`config.mk`:
```
export PLATFORM = sky130hd
export DESIGN_NAME = image_bank_ctrl
export DESIGN_NICKNAME = d
export VERILOG_FILES = /design/src/rtl/image_bank_ctrl_pkg.sv /design/src/rtl/image_bank_state.sv /design/src/rtl/image_bank_ctrl.sv
export SDC_FILE = /design/constraint.sdc
export NUM_CORES = 1
export LEC_CHECK = 0
export CAP_MARGIN = 25
export CORE_ASPECT_RATIO = 0.75
export CORE_MARGIN = 2
export CORE_UTILIZATION = 40
export CTS_BUF_LIST = sky130_fd_sc_hd__clkbuf_8 sky130_fd_sc_hd__clkbuf_16
export DETAILED_ROUTE_END_ITERATION = 8
export PLACE_DENSITY = 0.86
export SETUP_SLACK_MARGIN = 0.15
export SLEW_MARGIN = 25
export SYNTH_ARGS = -nofsm -noshare
export SYNTH_HDL_FRONTEND = slang
export SYNTH_SLANG_ARGS = --single-unit
```
`constraint.sdc`:
```
create_clock -name clk -period 2.2 [get_ports clk]
set_clock_uncertainty 0.2 [all_clocks]
set_input_delay 0.33 -clock clk [delete_from_list [all_inputs] [get_ports clk]]
set_output_delay 0.33 -clock clk [all_outputs]
set_load 0.01 [all_outputs]
```
`src/rtl/image_bank_ctrl_pkg.sv`:
```
// Shared definitions for the image bank scheduler: bank-state encoding and
// the config-bus register addresses of the image block.
package image_bank_ctrl_pkg;

  typedef enum logic [1:0] {
    BANK_EMPTY   = 2'd0,
    BANK_FILLING = 2'd1,
    BANK_FULL    = 2'd2,
    BANK_READING = 2'd3
  } bank_state_e;

  // Must track the addresses defined in cfg_parameters.vh.
  localparam int CFG_IMG_WR = 6;
  localparam int CFG_IMG_RD = 7;

endpackage

```
`src/rtl/image_bank_state.sv`:
```
// Per-bank ownership tracker: EMPTY -> FILLING -> FULL <-> READING -> EMPTY.
// The full flag covers FULL and READING (image present, not yet released).
module image_bank_state
  import image_bank_ctrl_pkg::*;
(
  input  logic        clk,
  input  logic        rst,
  input  logic        i_fill_start,
  input  logic        i_fill_done,
  input  logic        i_read_start,
  input  logic        i_read_done,
  input  logic        i_release,
  output bank_state_e o_state,
  output logic        o_full
);

  bank_state_e r_state;
  bank_state_e w_next;

  always_ff @(posedge clk or posedge rst) begin
    if (rst) r_state <= BANK_EMPTY;
    else     r_state <= w_next;
  end

  always_comb begin
    w_next = r_state;
    case (r_state)
      BANK_EMPTY:   if (i_fill_start) w_next = BANK_FILLING;
      BANK_FILLING: if (i_fill_done)  w_next = BANK_FULL;
      BANK_FULL:    if (i_read_start) w_next = BANK_READING;
      BANK_READING: if (i_read_done)  w_next = i_release ? BANK_EMPTY : BANK_FULL;
      default:      w_next = BANK_EMPTY;
    endcase
  end

  assign o_state = r_state;
  assign o_full  = (r_state == BANK_FULL) || (r_state == BANK_READING);

endmodule

```
`src/rtl/image_bank_ctrl.sv`:
```
// Ping-pong bank scheduler: grants banks to loader and reader in load order
// and writes the selected bank to the image block over the config bus.
module image_bank_ctrl
  import image_bank_ctrl_pkg::*;
#(
  parameter int CFG_DWIDTH   = 32,
  parameter int CFG_AWIDTH   = 5,
  parameter int REPEAT_WIDTH = 8
) (
  input  logic                    clk,
  input  logic                    rst,
  input  logic                    wr_start_val,
  output logic                    wr_start_rdy,
  input  logic                    wr_done,
  input  logic                    rd_start_val,
  output logic                    rd_start_rdy,
  input  logic                    rd_done,
  input  logic [REPEAT_WIDTH-1:0] repeat_nb,
  output logic [CFG_DWIDTH-1:0]   cfg_data,
  output logic [CFG_AWIDTH-1:0]   cfg_addr,
  output logic                    cfg_valid,
  output logic                    wr_bank,
  output logic                    rd_bank,
  output logic [1:0]              bank_full,
  output logic                    err
);

  logic                    r_wr_ptr;
  logic                    r_rd_ptr;
  logic                    r_fill_act;
  logic                    r_read_act;
  logic [REPEAT_WIDTH-1:0] r_remain;

  bank_state_e w_state [2];
  logic        w_wr_grant;
  logic        w_rd_grant;
  logic        w_fill_fin;
  logic        w_read_fin;
  logic        w_last_pass;

  assign wr_start_rdy = !r_fill_act && (w_state[r_wr_ptr] == BANK_EMPTY);
  assign w_wr_grant   = wr_start_val && wr_start_rdy;
  // Write grant wins: the config bus carries only one write per cycle.
  assign rd_start_rdy = !r_read_act && (w_state[r_rd_ptr] == BANK_FULL) && !w_wr_grant;
  assign w_rd_grant   = rd_start_val && rd_start_rdy;

  assign w_fill_fin  = wr_done && r_fill_act;
  assign w_read_fin  = rd_done && r_read_act;
  assign w_last_pass = (r_remain <= REPEAT_WIDTH'(1));

  for (genvar g = 0; g < 2; g++) begin : g_bank
    image_bank_state u_bank (
      .clk          (clk),
      .rst          (rst),
      .i_fill_start (w_wr_grant && (r_wr_ptr == 1'(g))),
      .i_fill_done  (w_fill_fin && (r_wr_ptr == 1'(g))),
      .i_read_start (w_rd_grant && (r_rd_ptr == 1'(g))),
      .i_read_done  (w_read_fin && (r_rd_ptr == 1'(g))),
      .i_release    (w_last_pass),
      .o_state      (w_state[g]),
      .o_full       (bank_full[g])
    );
  end

  always_ff @(posedge clk or posedge rst) begin
    if (rst) begin
      r_wr_ptr   <= 1'b0;
      r_rd_ptr   <= 1'b0;
      r_fill_act <= 1'b0;
      r_read_act <= 1'b0;
      r_remain   <= '0;
      wr_bank    <= 1'b0;
      rd_bank    <= 1'b0;
      err        <= 1'b0;
    end else begin
      if (w_wr_grant) begin
        r_fill_act <= 1'b1;
        wr_bank    <= r_wr_ptr;
      end else if (w_fill_fin) begin
        r_fill_act <= 1'b0;
        r_wr_ptr   <= !r_wr_ptr;
      end
      if (w_rd_grant) begin
        r_read_act <= 1'b1;
        rd_bank    <= r_rd_ptr;
        // Pass count is loaded only on the first grant of a freshly loaded image.
        if (r_remain == '0)
          r_remain <= (repeat_nb == '0) ? REPEAT_WIDTH'(1) : repeat_nb;
      end else if (w_read_fin) begin
        r_read_act <= 1'b0;
        r_remain   <= r_remain - REPEAT_WIDTH'(1);
        if (w_last_pass) r_rd_ptr <= !r_rd_ptr;
      end
      if ((wr_done && !r_fill_act) || (rd_done && !r_read_act))
        err <= 1'b1;
    end
  end

  always_ff @(posedge clk or posedge rst) begin
    if (rst) begin
      cfg_valid <= 1'b0;
      cfg_addr  <= '0;
      cfg_data  <= '0;
    end else begin
      cfg_valid <= w_wr_grant || w_rd_grant;
      if (w_wr_grant) begin
        cfg_addr <= CFG_AWIDTH'(CFG_IMG_WR);
        cfg_data <= CFG_DWIDTH'(r_wr_ptr);
      end else if (w_rd_grant) begin
        cfg_addr <= CFG_AWIDTH'(CFG_IMG_RD);
        cfg_data <= CFG_DWIDTH'(r_rd_ptr);
      end
    end
  end

endmodule

```
# --- After elaboration in Yosys (flattened, before gate mapping) ---
# Cells that the tools add are included.
word_totals:
  ff_bits: 57
  input_bits: 14
  out_inout_bits: 45
op_classes:
  addsub: 1
  order_cmp: 3
  n_eq_ne: 16
  muxes: 29
  n_bitwise: 6
  reduce_logical: 39
op_table:
  columns: ["operator", "count"]
  rows:
  - ["32-bit 2-to-1 mux", 2]
  - ["8-bit 2-to-1 mux", 4]
  - ["2-bit 2-to-1 mux", 15]
  - ["2-bit by 1-bit inequality test with 1-bit output, second input constant", 9]
  - ["1-bit logical AND", 17]
  - ["8-bit logical NOT", 2]
  - ["2-bit case mux with 4 select lines", 2]
  - ["2-bit == test, second input constant", 5]
  - ["5-bit 2-to-1 mux", 2]
  - ["8-bit by 1-bit <= comparator with 1-bit output, second input constant", 1]
  - ["4-bit AND reduction", 2]
  - ["8-bit by 1-bit subtractor with 8-bit output, second input constant", 1]
  - ["2-bit logical NOT", 3]
  - ["2-bit nonzero test", 3]
  - ["1-bit logical NOT", 5]
  - ["2-bit by 1-bit == test with 1-bit output, second input constant", 2]
  - ["2-bit greater-or-equal comparator, second input constant", 2]
  - ["1-bit logical OR", 4]
  - ["1-bit 2-to-1 mux", 4]
  - ["1-bit NOT", 4]
  - ["1-bit NOT with 2-bit output", 2]
  - ["2-bit AND reduction", 2]
  - ["3-bit AND reduction", 1]

# --- Logic depth before layout (Yosys ltp) ---
# Gate-level depths: netlist (run 1).
depth:
  word_depth: 13
  ltp_mapped: 6
  mapped_depth_nobuf: 6

# --- Hierarchy ---
# A second synthesis (run 1) with hierarchy kept.
hier_totals:
  cells_unflattened: 169
  hier_area_um2: 1639.1
by_module_without_submodules:
  columns: ["mod", "n_inst", "cells_per_inst", "area_per_inst_um2", "seq_area_each_um2"]
  rows:
  - ["image_bank_ctrl", 1, 151, 1436.4, 475.5]
  - ["image_bank_state", 2, 9, 101.3, 50.0]

# --- Worst setup path before layout (run 1) ---
# No wires, ideal clock.
synth_timing:
  path_type: "flip-flop to flip-flop"
  from: "register r_remain[0]"
  to: "register r_remain[5]"
  setup_ns: 0.086
  t_arrival_ns: 1.755
  required_time_ns: 1.914
  slack_ns: 0.159
  stages_incl_launch_ff: 7
  synth_period_minus_slack_ns: 2.041
  cell_sequence: "dfrtp_1 inv_1 ha_1 or3b_2 o21a_1 mux2_2 nor3_1"
synth_between:
  elab_chain_len: 3
  word_cells_on_any_way: 6
  cone_classes: "add/sub: 1; eq/ne: 1; mux: 2; reduce/logical: 2"
synth_lines:
  columns: ["item", "line_no", "source"]
  rows:
  - ["start, declared", "image_bank_ctrl.sv:32", "logic [REPEAT_WIDTH-1:0] r_remain;"]
  - ["start signal, assigned", "image_bank_ctrl.sv:88", "r_remain <= (repeat_nb == '0) ? REPEAT_WIDTH'(1) : repeat_nb;"]
  - ["start signal, assigned", "image_bank_ctrl.sv:91", "r_remain <= r_remain - REPEAT_WIDTH'(1);"]
  - ["8-bit by 1-bit subtractor with 8-bit output / 8-bit logical NOT (equally long branches)", "image_bank_ctrl.sv:91, image_bank_ctrl.sv:87", null]
  - ["8-bit 2-to-1 mux / 2-bit by 1-bit inequality test with 1-bit output (equally long branches)", null, null]
  - ["8-bit 2-to-1 mux / 2-bit AND reduction (equally long branches)", null, null]
# Several ways; a longest one is shown, not always the timed one. The select of a mux whose other input is x is not followed.
# A chain may end at the register's enable or synchronous reset.

# --- Worst setup path in the final report (run 1) ---
layout_timing:
  from: "register r_wr_ptr"
  to: "output port wr_start_rdy"
layout_between:
  elab_chain_len: 6
layout_lines:
  columns: ["item", "line_no", "source"]
  rows:
  - ["start, declared", "image_bank_ctrl.sv:28", "logic r_wr_ptr;"]
  - ["start signal, assigned", "image_bank_ctrl.sv:81", "r_wr_ptr <= !r_wr_ptr;"]
  - ["1-bit NOT with 2-bit output (not written as such)", "image_bank_ctrl.sv:41", "assign wr_start_rdy = !r_fill_act && (w_state[r_wr_ptr] == BANK_EMPTY);"]
  - ["2-bit 2-to-1 mux (not written as such) (3 in a row)", "image_bank_ctrl.sv:41", null]
  - ["2-bit logical NOT", "image_bank_ctrl.sv:41", null]
  - ["1-bit logical AND", "image_bank_ctrl.sv:41", null]
  - ["end, declared", "image_bank_ctrl.sv:13", "output logic wr_start_rdy,"]
# No other way between the ends. The select of a mux whose other input is x is not followed.

==> results of run 1 <==
-- worst max-delay path, cell delays in order (launching register included) --
cell and delay [ns]:
dfrtp_1 0.43, or3_4 0.42, a21oi_2 0.14, clkdlybuf4s15_2 0.23
-- flip-flops by register name, indices dropped and copies added (netlist names) --
signal	count
r_remain	8
g_bank.u_bank.o_state	4
cfg_addr	2
cfg_data	1
cfg_valid	1
err	1
r_fill_act	1
r_rd_ptr	1
r_read_act	1
r_wr_ptr	1
rd_bank	1
wr_bank	1
-- power by group through the flow --
stage	clock network, mW	registers, mW	logic [mW]
6_report	0.256	0.736	1.17
3_5_place_dp	0	0.732	1.01
3_3_place_gp	0	0.726	0.978
4_1_cts	0.259	0.720	1.05
2_1_floorplan	0	0.734	0.661
5_1_grt	0.280	0.754	1.27
-- through the flow --
step	instances	util, %	power (mW)	hold WS [ns]	area [um2]
3_5_place_dp	248	47.9	1.74	0.260	1770
2_1_floorplan	201	-	1.40	0.132	1670
4_1_cts	254	49.7	2.03	0.222	1830
3_3_place_gp	248	47.9	1.70	0.271	1770
6_report	255	51.9	2.17	0.201	1910
5_1_grt	255	51.9	2.30	0.256	1910
-- repair_timing --
action                     CTS  global route
pin swaps                    1             3
resized for setup           10            16
setup endpoints to repair    6            13
buffers inserted             2             1
-- cells in the mapped netlist, drive strengths merged (3+ instances only) --
library cell,instances
buf,39
dfrtp,23
nand2,14
a21oi,8
nor2,7
nor3,7
o21ai,7
inv,6
nor4,5
a41oi,3
clkbuf,3
nand3,3
nand4,3
or3,3
xnor2,3
-- routing by layer --
metal	up-vias	share of wire, %	GRT usage [%]	wire (um)
li1	611	-	-	-
met4	0	0.62	5.51	23
met5	-	0	0	0
met3	4	7.0	3.48	262
met2	59	50	23.0	1880
met1	668	42	24.7	1570
-- worst max path at each step --
stage / slack, ns / depth (start not counted) / endpoint
floorplan: 0.16 / 6 / r_remain[5]$_DFFE_PP0P_
global placement: 0.08 / 5 / rd_start_rdy
detailed placement: 0.04 / 3 / wr_start_rdy
CTS: 0.16 / 3 / wr_start_rdy
global route: 0.10 / 4 / r_remain[2]$_DFFE_PP0P_
finish: 0.17 / 3 / wr_start_rdy
-- logic make-up (layout without fill, tap and decap cells) --
kind of cell	after synthesis	after routing
flops	23	23
compound gates	37	37
xor+xnor	3	3
fa+ha+maj	2	2
simple gates	53	53
mux	2	2
buf+inv	48	50
other cells	1	33
-- cell type report --
type | instances | area (um2) | area share [%]
tap | 52 | 65.1 | 3.41
multi-input combinational | 130 | 842 | 44.1
timing repair buffer | 40 | 359 | 18.8
inverter | 6 | 22.5 | 1.18
clock inverter | 1 | 3.75 | 0.196
clock buffer | 3 | 41.3 | 2.16
sequential | 23 | 577 | 30.2
-- layout by cell type, fill, tap and decap left out, types with 3 or more instances in the layout --
cell,netlist,routed
nor2_1,6,6
nor3_1,7,7
nor4_1,5,5
a41oi_1,3,3
a21oi_1,7,6
clkdlybuf4s50_1,0,23
buf_4,37,15
xnor2_1,3,3
dfrtp_1,23,22
clkbuf_8,0,3
nand4_1,3,3
o21ai_0,6,5
conb_1,1,33
inv_1,6,5
nand2_1,14,14
==> impl_metrics.toml, run 1 <==
[die]
ios = 59
coreArea_mm2 = 0.00368
die_area_mm2 = 0.00438
rows = 19
initial_core_util_pct = 42.0
dieWidth_um = 75.8
die_h_um = 57.9

[timing]
final_max_slew_viol_count = 0
setup_viol = 0
period_minus_slack_ns = 2.03
tns_ns = 0
fmax_mhz = 493
worst_slack_ns = 0.172
rsz0062_at_grt = "yes"
finalCritPeriodShare_pct = 92.2
final_hold_viol_count = 0

[pwr]
clockPowerShare_pct = 11.8
power_density_mw_per_mm2 = 1130
p_sw_uw = 890
ir_drop_uv = 534
combPwrFrac_pct = 54.2
power_leakage_nw = 0.812
internal-power_mw = 1.28
swShare_pct = 41.1
seq_power_share_pct = 34.0

[synth]
ys_types = 48
muxShareOfSynthArea_pct = 1.46
synth_top_cell_area_share_pct = 37.2
ys_top_cells_by_area = "dfrtp_1 37%, buf_4 18%, nand2_1 3.4%"
synth_ff_type = "dfrtp_1"
netlist_area_mm2 = 0.00155
synth_top_family_by_area = "buffers and inverters"
synth_adder_area_share_pct = 1.62
synth_simple_gate_area_share_pct = 19.1
yosysTopAreaCell = "dfrtp_1"
netlist_instances = 169
synth-edff-count = 0
syn_avg_cell_area_um2 = 9.15
synth_xor_area_share_pct = 1.70
async_flop_share_pct = 100
synth_compound_area_share_pct = 17.5
synth_seq_cells = 23
ys_seq_area_share_pct = 37.2
synth_warnings = 0

[routing]
via_per_inst = 5.26
drc_errors = 0
drt-pass1-iter-count = 4
drt_iter0_drc = 91
route.vias.total = 1342
drtAntennaViolNets = 0
wl_per_cell_um = 14.6
drt-total-wl_mm = 3.74

[critical_path]
reg2regPathDepth = 4
worst_r2r_startpoint = "r_remain[3]$_DFFE_PP0P_"
arrival_ns = 1.50
rrSetupSlack_ns = 0.18
worstSetupPathType = "flip-flop to output port"
r2r_end = "r_remain[2]$_DFFE_PP0P_"
start_kind = "flip-flop"
crit_path_end_kind = "output port"
crit_required_ns = 1.67
startpoint = "r_wr_ptr$_DFFE_PP0P_"
cp_max_fo = 5

[finish]
area_growth_pct = 23.5
n_fill_cell = 335
insertedDiodeCount = 0
drive_gt1_share_pct = 21.2
nets = 220

[placed_design]
pre_cts_slack_ns = 0.0444
place_congestion = 0.912
hpwl_mm = 2.56
port_buffers = 25

[clocking]
postCtsHoldBufs = 0
clkLatencyLatePin_ns = 0.27
cts_made_buffers = 3
cts_root_buf = "clkbuf_8"
path_clk_slew_ns = 0.08
htreeDepth = 1
cts_tree = "built"
cts_max_path_buffers = 2
clock_sinks = 23

[global_routing]
grt_max_degree = 24
grt_pass1_vias = 1148
grt_pass1_wl_mm = 5.48
grt.overflow.total = 0
antenna_found_initial = 0
globalRouteTotalUtil_pct = 16.3

[run_status]
status = "finished, final reports clean"

[hold_path]
hold_class = "primary input to asynchronous set/reset pin"

[flow_run]
max_cap_viol_count = 0
(Power assumes the default switching activity.)
==> run 2: changes to the inputs <==
- ABC_CLOCK_PERIOD_IN_PS: default -> 2200
- GPL_TIMING_DRIVEN: default -> 0
==> impl_metrics.toml, run 2 (synthesis results as in run 1) <==
[critical_path]
cp.buffers_inverters = 1
path_delay_family = "simple AND/OR/NAND/NOR gates"
reg2regPathDepth = 4
rrSetupSlack_ns = 0.19
slowest_stage = "dfrtp_2"
crit_required_ns = 1.67
r2r_end = "r_remain[2]$_DFFE_PP0P_"
worstPathCellList = "or3_4, a21oi_4, nor3_1, buf_2"
crit_path_end_kind = "output port"
arrival_ns = 1.49
slowest_delay_ns = 0.45
worstSetupPathType = "flip-flop to output port"
start_kind = "flip-flop"
cp_max_fo = 8
worst_r2r_startpoint = "r_remain[3]$_DFFE_PP0P_"

[clocking]
cts_made_buffers = 3
cts_tree = "built"
clock_sinks = 23
cts_max_path_buffers = 2
clkLatencyLatePin_ns = 0.26
postCtsHoldBufs = 0
cts_root_buf = "clkbuf_8"
path_clk_slew_ns = 0.08
htreeDepth = 1

[timing]
worstMarginPinSlew_ns = 0.873
finalCritPeriodShare_pct = 91.8
final_max_slew_viol_count = 0
rsz0062_at_grt = "yes"
fmax_mhz = 495
period_minus_slack_ns = 2.02
final_hold_viol_count = 0
relSlewSlack_pct = 41.7
setup_viol = 0

[run_status]
status = "finished, final reports clean"

[die]
coreArea_mm2 = 0.00368
dieWidth_um = 75.8
ios = 59
die_area_mm2 = 0.00438
die_h_um = 57.9
rows = 19
initial_core_util_pct = 42.0

[routing]
drc_errors = 0
drtAntennaViolNets = 0
drt-total-wl_mm = 3.77
route.vias.total = 1419
drt_iter0_drc = 154
drt-pass1-iter-count = 4
via_per_inst = 4.86
wl_per_cell_um = 12.9

[pwr]
ir_drop_uv = 527
power_density_mw_per_mm2 = 1020
power_mw = 2.22
power_leakage_nw = 1.01

[flow_run]
max_cap_viol_count = 0

[placed_design]
hpwl_mm = 2.65
place_congestion = 0.909
place_inst = 278
port_buffers = 25

[finish]
fin_cells = 292
largest_reg_flops = 8
regMostFlops = "r_remain"
final_cell_mix = "46 x buf_4, 33 x conb_1, 22 x clkdlybuf4s50_1"
nets = 257
insertedDiodeCount = 0
drive_gt1_share_pct = 32.5
fin_util_pct = 58.9
mostFrequentLayoutCell = "buf_4"
area_growth_pct = 40.4

[global_routing]
antenna_found_initial = 0
globalRouteTotalUtil_pct = 17.5
grt.overflow.total = 0
grt_pass1_wl_mm = 5.84
grt_pass1_vias = 1204
grt_max_degree = 24

[hold_path]
min_path_cells = 2
hold-path-endpoint = "cfg_addr[0]$_DFFE_PP0P_"
hold_class = "flip-flop to flip-flop"
hp-start = "cfg_addr[0]$_DFFE_PP0P_"
## run 2: power by group
group / switching (mW) / internal, mW
Sequential: 0.152 / 0.583
Combinational: 0.603 / 0.623
Clock: 0.133 / 0.126
## run 2: layout make-up
cell class,count,area (um2)
plain buffers,42,310
clock buffers,3,41.3
clock inverters,1,5.00
fillers,326,1510
inverters,6,22.5
multi-input cells,130,831
flip-flops and latches,23,578
well taps,52,65.1
repair buffers,35,318
## run 2: worst max path at each step
stage                                    endpoint  cells after the start  slack, ns                                     from
final                                rd_start_rdy                      4       0.18  g_bank[0].u_bank.o_state[1]$_DFFE_PP0P_
after global routing                 rd_start_rdy                      5       0.12                     r_wr_ptr$_DFFE_PP0P_
after CTS                            rd_start_rdy                      5        0.1                     r_wr_ptr$_DFFE_PP0P_
after detailed placement             rd_start_rdy                      5      -0.28                     r_wr_ptr$_DFFE_PP0P_
after global placement               rd_start_rdy                      5      -0.26                     r_wr_ptr$_DFFE_PP0P_
after floorplan           r_remain[5]$_DFFE_PP0P_                      6       0.16                  r_remain[0]$_DFFE_PP0P_
## run 2: worst reg2reg max path, cell delays in order (launching register included)
cell     delay, ns
dfrtp_1       0.43
or4_4         0.56
or3_4         0.38
o41ai_2       0.21
a22oi_1       0.10
## run 2: metal layers
metal / up-vias / global-route usage (%) / routed length [um]
met5: - / 0 / 0
met4: 0 / 3.76 / 41
met3: 7 / 4.52 / 344
met2: 73 / 26.8 / 1820
met1: 656 / 25.1 / 1560
li1: 683 / - / -
## run 2: per-stage QoR
stage	setup WS [ns]	instance area [um2]	TNS [ns]	hold slack (ns)
2_1_floorplan	0.159	1670	0	0.132
3_3_place_gp	-0.256	1980	-0.257	0.270
3_5_place_dp	-0.281	1980	-0.385	0.272
4_1_cts	0.0975	2130	0	0.293
5_1_grt	0.124	2170	0	0.326
6_report	0.179	2170	0	0.285
## run 2: repair_timing
item,in CTS,in global routing
pin swaps,4,2
gates resized for setup,17,14
buffers inserted,8,2
setup endpoints to repair,13,10
==> patch 1: new RTL, config.mk and constraints of run 1 <==
Change the parameter `REPEAT_WIDTH` from 8 to 6.
--- a/src/rtl/image_bank_ctrl.sv
+++ b/src/rtl/image_bank_ctrl.sv
@@ -5,7 +5,7 @@
 #(
   parameter int CFG_DWIDTH   = 32,
   parameter int CFG_AWIDTH   = 5,
-  parameter int REPEAT_WIDTH = 8
+  parameter int REPEAT_WIDTH = 6
 ) (
   input  logic                    clk,
   input  logic                    rst,
Interface: changed (resized repeat_nb); port bits go from 59 to 57. The function was not compared with the original's and may differ.
==> patch 1 against run 1 <==
Synthesized cell count shrank 8.9%; routed wire length fell by 20%; sequential cell count decreased by 2; synthesized area down 8.1%; cell count is 11% lower; hold slack got worse by 0.016 ns; setup slack worse by 0.040 ns; die area down 7.6%; total power fell by 17%; design area decreased by 7.7%; largest power group unchanged.
==> patch 1: results (changes against run 1) <==
[cts]
insertion_delay_ns=0.27  ; about the same
clk_path_buf_depth=2  ; unchanged
clk_pin_slew_ns=0.08  ; about the same
cts_buffers=3  ; unchanged
postCtsSetupBuffers=4  ; was 2
cts_resized=12  ; was 10

[place]
dp_hpwl_um=2170  ; was 2560 um
post_dp_cell_area_sq_um=1600  ; was 1770 sq um
io_buffers=23  ; was 25
place_inst=218  ; was 248
gp_congestion=0.824  ; was 0.912
pre_cts_ws_ns=-0.00865  ; was 0.0444 ns

[setup_path]
r2r_cells=7  ; was 4
cp_slowest_cell=dfrtp_2  ; was dfrtp_1
critical_path.endpoint=r_remain[2]$_DFFE_PP0P_  ; was wr_start_rdy
critical_path.top_delay_family=simple AND/OR/NAND/NOR gates  ; was flip-flops
worst_ep_arrival_time_ns=2.03  ; was 1.50 ns
cp_slowest_stage_delay_ns=0.41  ; was 0.43 ns
crit_path_start_kind=flop  ; unchanged
reg2reg_from=g_bank[0].u_bank.o_state[1]$_DFFE_PP0P_  ; was r_remain[3]$_DFFE_PP0P_
cp_max_fo=7  ; was 5

[pwr]
p_comb_mw=0.860  ; was 1.17 mW
p_leak_nw=0.809  ; was 0.812 nW
ir_drop_v=0.000603  ; was 0.000534 V
powerSeq_mw=0.686  ; was 0.736 mW
comb_power_share_pct=47.7  ; was 54.2%
p_int_mw=1.09  ; was 1.28 mW

[run_status]
outcome=finished clean  ; unchanged

[logic_synthesis]
synthDistinctLibCells=42  ; was 48
yosysTopAreaCell=dfrtp_1  ; unchanged
synth_cells=154  ; was 169
synthTopCellsByArea=dfrtp_1 (37%), buf_4 (20%), nand2_1 (4.2%)  ; was dfrtp_1 (37%), buf_4 (18%), nand2_1 (3.4%)
synth_commonest_cells=buf_4 (38), dfrtp_1 (21), nand2_1 (16), inv_1 (10), nor2_1 (7)  ; was buf_4 (37), dfrtp_1 (23), nand2_1 (14), a21oi_1 (7), nor3_1 (7)
ys_seq_area_share_pct=37.0  ; was 37.2%

[global_routing]
grt_start_max_net_pins=22  ; was 24
grt.total_usage_pct=14.4  ; was 16.3%
grt_pass1_wl_um=4460  ; was 5480 um
grt_pass1_vias=910  ; was 1,148

[detailed_routing]
drt_iter0_drc=65  ; was 91
totalWireLength_um=2990  ; was 3740 um
route.detailed.drc=0  ; unchanged
first_pass_iters=4  ; unchanged
viasPerCell=4.85  ; was 5.26

[sta]
fin_ws_ns=0.132  ; was 0.172 ns

[finish]
diodes=0  ; unchanged
fillerInstances=306  ; was 335
top_register=r_remain  ; unchanged
largest_reg_flops=6  ; was 8
layoutNonFillerInstCount=228  ; was 255
fin_nets=203  ; was 220
drive_gt1_share_pct=21.3  ; was 21.2%

-- patch 1: cell count changes in the layout (fill, tap and decap cells not counted), sizes merged, moves of 3 or more --
cell and delta:
a21oi -4, inv +4, mux2i +4, nor3 -3
-- patch 1: worst min path at each step --
stage	start	end	slack (ns)	cells after the start
finish	rst	r_remain[3]$_DFFE_PP0P_	0.18	3
global placement	cfg_addr[0]$_DFFE_PP0P_	cfg_addr[0]$_DFFE_PP0P_	0.26	2
global route	rst	r_remain[4]$_DFFE_PP0P_	0.23	3
CTS	rst	cfg_addr[0]$_DFFE_PP0P_	0.20	3
floorplan	rst	cfg_addr[0]$_DFFE_PP0P_	0.11	1
detailed placement	cfg_addr[0]$_DFFE_PP0P_	cfg_addr[0]$_DFFE_PP0P_	0.26	2
-- patch 1: final cells by class --
type	instances	area (sq um)	share of cell area (%)
Multi-Input combinational cell	114	744	42.2
Clock inverter	1	3.75	0.213
Inverter	10	37.5	2.13
Timing Repair Buffer	39	355	20.2
Sequential cell	21	531	30.1
Clock buffer	3	41.3	2.34
Tap cell	40	50.0	2.84
-- patch 1: worst min-delay path: cells and delay by family --
family | cells | cell delay (ns)
buf+inv | 3 | 0.71
-- patch 1: kinds of logic after synthesis --
family                   synth area share [%]
buffers and inverters                    23.9
AND/OR/NAND/NOR                          17.2
AO/OA/AOI/OAI                            15.9
flip-flops                               37.0
multiplexers                             2.82
adder cells (fa/ha/maj)                  1.76
XOR/XNOR                                 1.23
other                                   0.264
-- patch 1: routing by layer --
layer | vias to the layer above | global-route usage (%) | wire, um
li1 | 536 | - | -
met4 | 0 | 2.65 | 12
met5 | - | 0 | 0
met2 | 42 | 20.5 | 1410
met1 | 525 | 21.3 | 1360
met3 | 2 | 4.89 | 203
==> patch 2: new RTL, settings of run 1 <==
Without the edit above. Put one more register stage on the output `err`, cleared by the reset. The value now appears one clock later. The other outputs are not delayed to match.
--- a/src/rtl/image_bank_ctrl.sv
+++ b/src/rtl/image_bank_ctrl.sv
@@ -24,6 +24,8 @@
   output logic [1:0]              bank_full,
   output logic                    err
 );
+
+  logic err_s0;
 
   logic                    r_wr_ptr;
   logic                    r_rd_ptr;
@@ -71,7 +73,7 @@
       r_remain   <= '0;
       wr_bank    <= 1'b0;
       rd_bank    <= 1'b0;
-      err        <= 1'b0;
+      err_s0     <= 1'b0;
     end else begin
       if (w_wr_grant) begin
         r_fill_act <= 1'b1;
@@ -92,7 +94,7 @@
         if (w_last_pass) r_rd_ptr <= !r_rd_ptr;
       end
       if ((wr_done && !r_fill_act) || (rd_done && !r_read_act))
-        err <= 1'b1;
+        err_s0 <= 1'b1;
     end
   end
 
@@ -113,5 +115,13 @@
     end
   end
 
+  always_ff @(posedge clk or posedge rst) begin
+    if (rst) begin
+      err <= '0;
+    end else begin
+      err <= err_s0;
+    end
+  end
+
 endmodule
 
Formal check against the unedited RTL: not equivalent (a bounded check fails within 4 cycles, from zero or initial values and one cycle with rst high).
==> patch 2 against run 1 <==
Synthesized area up 6.6%; total power up 10%; largest power group unchanged; maximum frequency up 0.48%; setup slack better by 0.0096 ns; routed wire length down 3.7%; sequential cell count up 1; first-iteration DRC count up 9.9%; design area up 4.5%.
==> patch 2: results (changes against run 1) <==
[run_status]
outcome=finished clean  ; unchanged

[logic_synthesis]
ys_seq_area_share_pct=36.4  ; was 37.2%
synthArstFlopShare_pct=100  ; unchanged
synthTopCellsByArea=dfrtp_1 (36%), buf_4 (17%), nor3_1 (2.4%)  ; was dfrtp_1 (37%), buf_4 (18%), nand2_1 (3.4%)
synth_commonest_cells=buf_4 (37), dfrtp_1 (24), inv_1 (9), nor3_1 (8)  ; was buf_4 (37), dfrtp_1 (23), nand2_1 (14), a21oi_1 (7), nor3_1 (7)
synthDistinctLibCells=53  ; was 48

[place]
dp_hpwl_um=2610  ; was 2560 um
pre_cts_ws_ns=-0.0410  ; was 0.0444 ns
gp_congestion=0.900  ; was 0.912

[cts]
insertion_delay_ns=0.26

[hold_path]
holdCritPathClass=reg2reg  ; was in2async

[global_routing]
grt.total_usage_pct=16.1  ; was 16.3%
grt_pass1_vias=1226  ; was 1,148
grt_start_max_net_pins=25  ; was 24
grt_pass1_wl_um=5810  ; was 5480 um

[finish]
largest_reg_flops=8  ; unchanged
fillerInstances=373  ; was 335
fin_nets=226  ; was 220
top_register=r_remain  ; unchanged
drive_gt1_share_pct=16.7  ; was 21.2%

[pwr]
switchingPower_mw=0.936  ; was 0.890 mW
p_leak_nw=0.903  ; was 0.812 nW
ir_drop_v=0.000673  ; was 0.000534 V

[detailed_routing]
vias=1321  ; was 1,342
drt_iter0_drc=100  ; was 91
routedWlPerCell_um=13.6  ; was 14.6 um
first_pass_iters=4  ; unchanged

[setup_path]
worst_ep_arrival_time_ns=1.49
cp_max_fo=3  ; was 5

[patch 2: path summary, 6_finish.rpt]
path | from | end | slack (ns) | depth (start not counted)
worst max register to register | r_remain[2]$_DFFE_PP0P_ | g_bank[0].u_bank.o_state[1]$_DFFE_PP0P_ | 0.21 | 4
worst min-delay path | err_s0$_DFFE_PP0P_ | err$_DFF_PP0_ | 0.18 | 0
max in group asynchronous | rst | g_bank[1].u_bank.o_state[1]$_DFFE_PP0P_ | 1.37 | 3
worst min register to register | err_s0$_DFFE_PP0P_ | err$_DFF_PP0_ | 0.18 | 0
worst max-delay path | g_bank[0].u_bank.o_state[0]$_DFFE_PP0P_ | rd_start_rdy | 0.18 | 3
min in group asynchronous | rst | cfg_addr[1]$_DFFE_PP0P_ | 0.20 | 3
[patch 2: kinds of logic after synthesis]
logic type | count (synthesis) | share of synthesized area (%)
AO/OA/AOI/OAI | 38 | 17.3
XOR/XNOR | 6 | 3.19
adder cells (fa/ha/maj) | 2 | 1.52
buffers and inverters | 52 | 21.0
flip-flops | 24 | 36.4
multiplexers | 1 | 0.911
other | 1 | 0.228
AND/OR/NAND/NOR | 51 | 19.4
[patch 2: critical path, stage by stage, from the launching register on]
cell	delay [ns]
dfrtp_1	0.41
or3b_4	0.41
a221oi_2	0.24
buf_2	0.17
[patch 2: repair_timing]
item                       4_1_cts  5_1_grt
setup endpoints to repair        2        5
setup buffers                    2        2
hold buffers                     0        0
cloned                           0        0
resized for setup                6        5
pin swaps                        2        0
[patch 2: layout make-up]
cell class | instances | area, sq um | share of cell area, %
multi-input combinational | 131 | 857 | 42.9
sequential | 24 | 601 | 30.1
timing repair buffer | 41 | 364 | 18.2
tap | 55 | 68.8 | 3.45
clock buffer | 3 | 41.3 | 2.07
inverter | 9 | 33.8 | 1.69
clock inverter | 1 | 30.0 | 1.50
[patch 2: through the flow]
stage / cells / area (sq um) / utilization, %
after floorplan: 207 / 1770 / -
after CTS: 262 / 1950 / 48.7
after detailed placement: 256 / 1870 / 46.6
final: 264 / 2000 / 49.8
after global placement: 256 / 1870 / 46.6
after global routing: 264 / 2000 / 49.8
[patch 2: routing by layer]
metal / up-vias / routed length, um / GRT usage, %
met5: - / 0 / 0
met1: 649 / 1620 / 21.2
met3: 7 / 202 / 3.96
met4: 0 / 39 / 6.77
met2: 45 / 1730 / 25.5
li1: 620 / - / -
[patch 2: power groups by stage]
stage / Combinational [mW] / Sequential [mW] / Clock [mW]
final: 1.23 / 0.776 / 0.381
after global routing: 1.35 / 0.800 / 0.406
after CTS: 1.15 / 0.769 / 0.393
after detailed placement: 1.13 / 0.773 / 0
after global placement: 1.10 / 0.764 / 0
after floorplan: 0.775 / 0.764 / 0
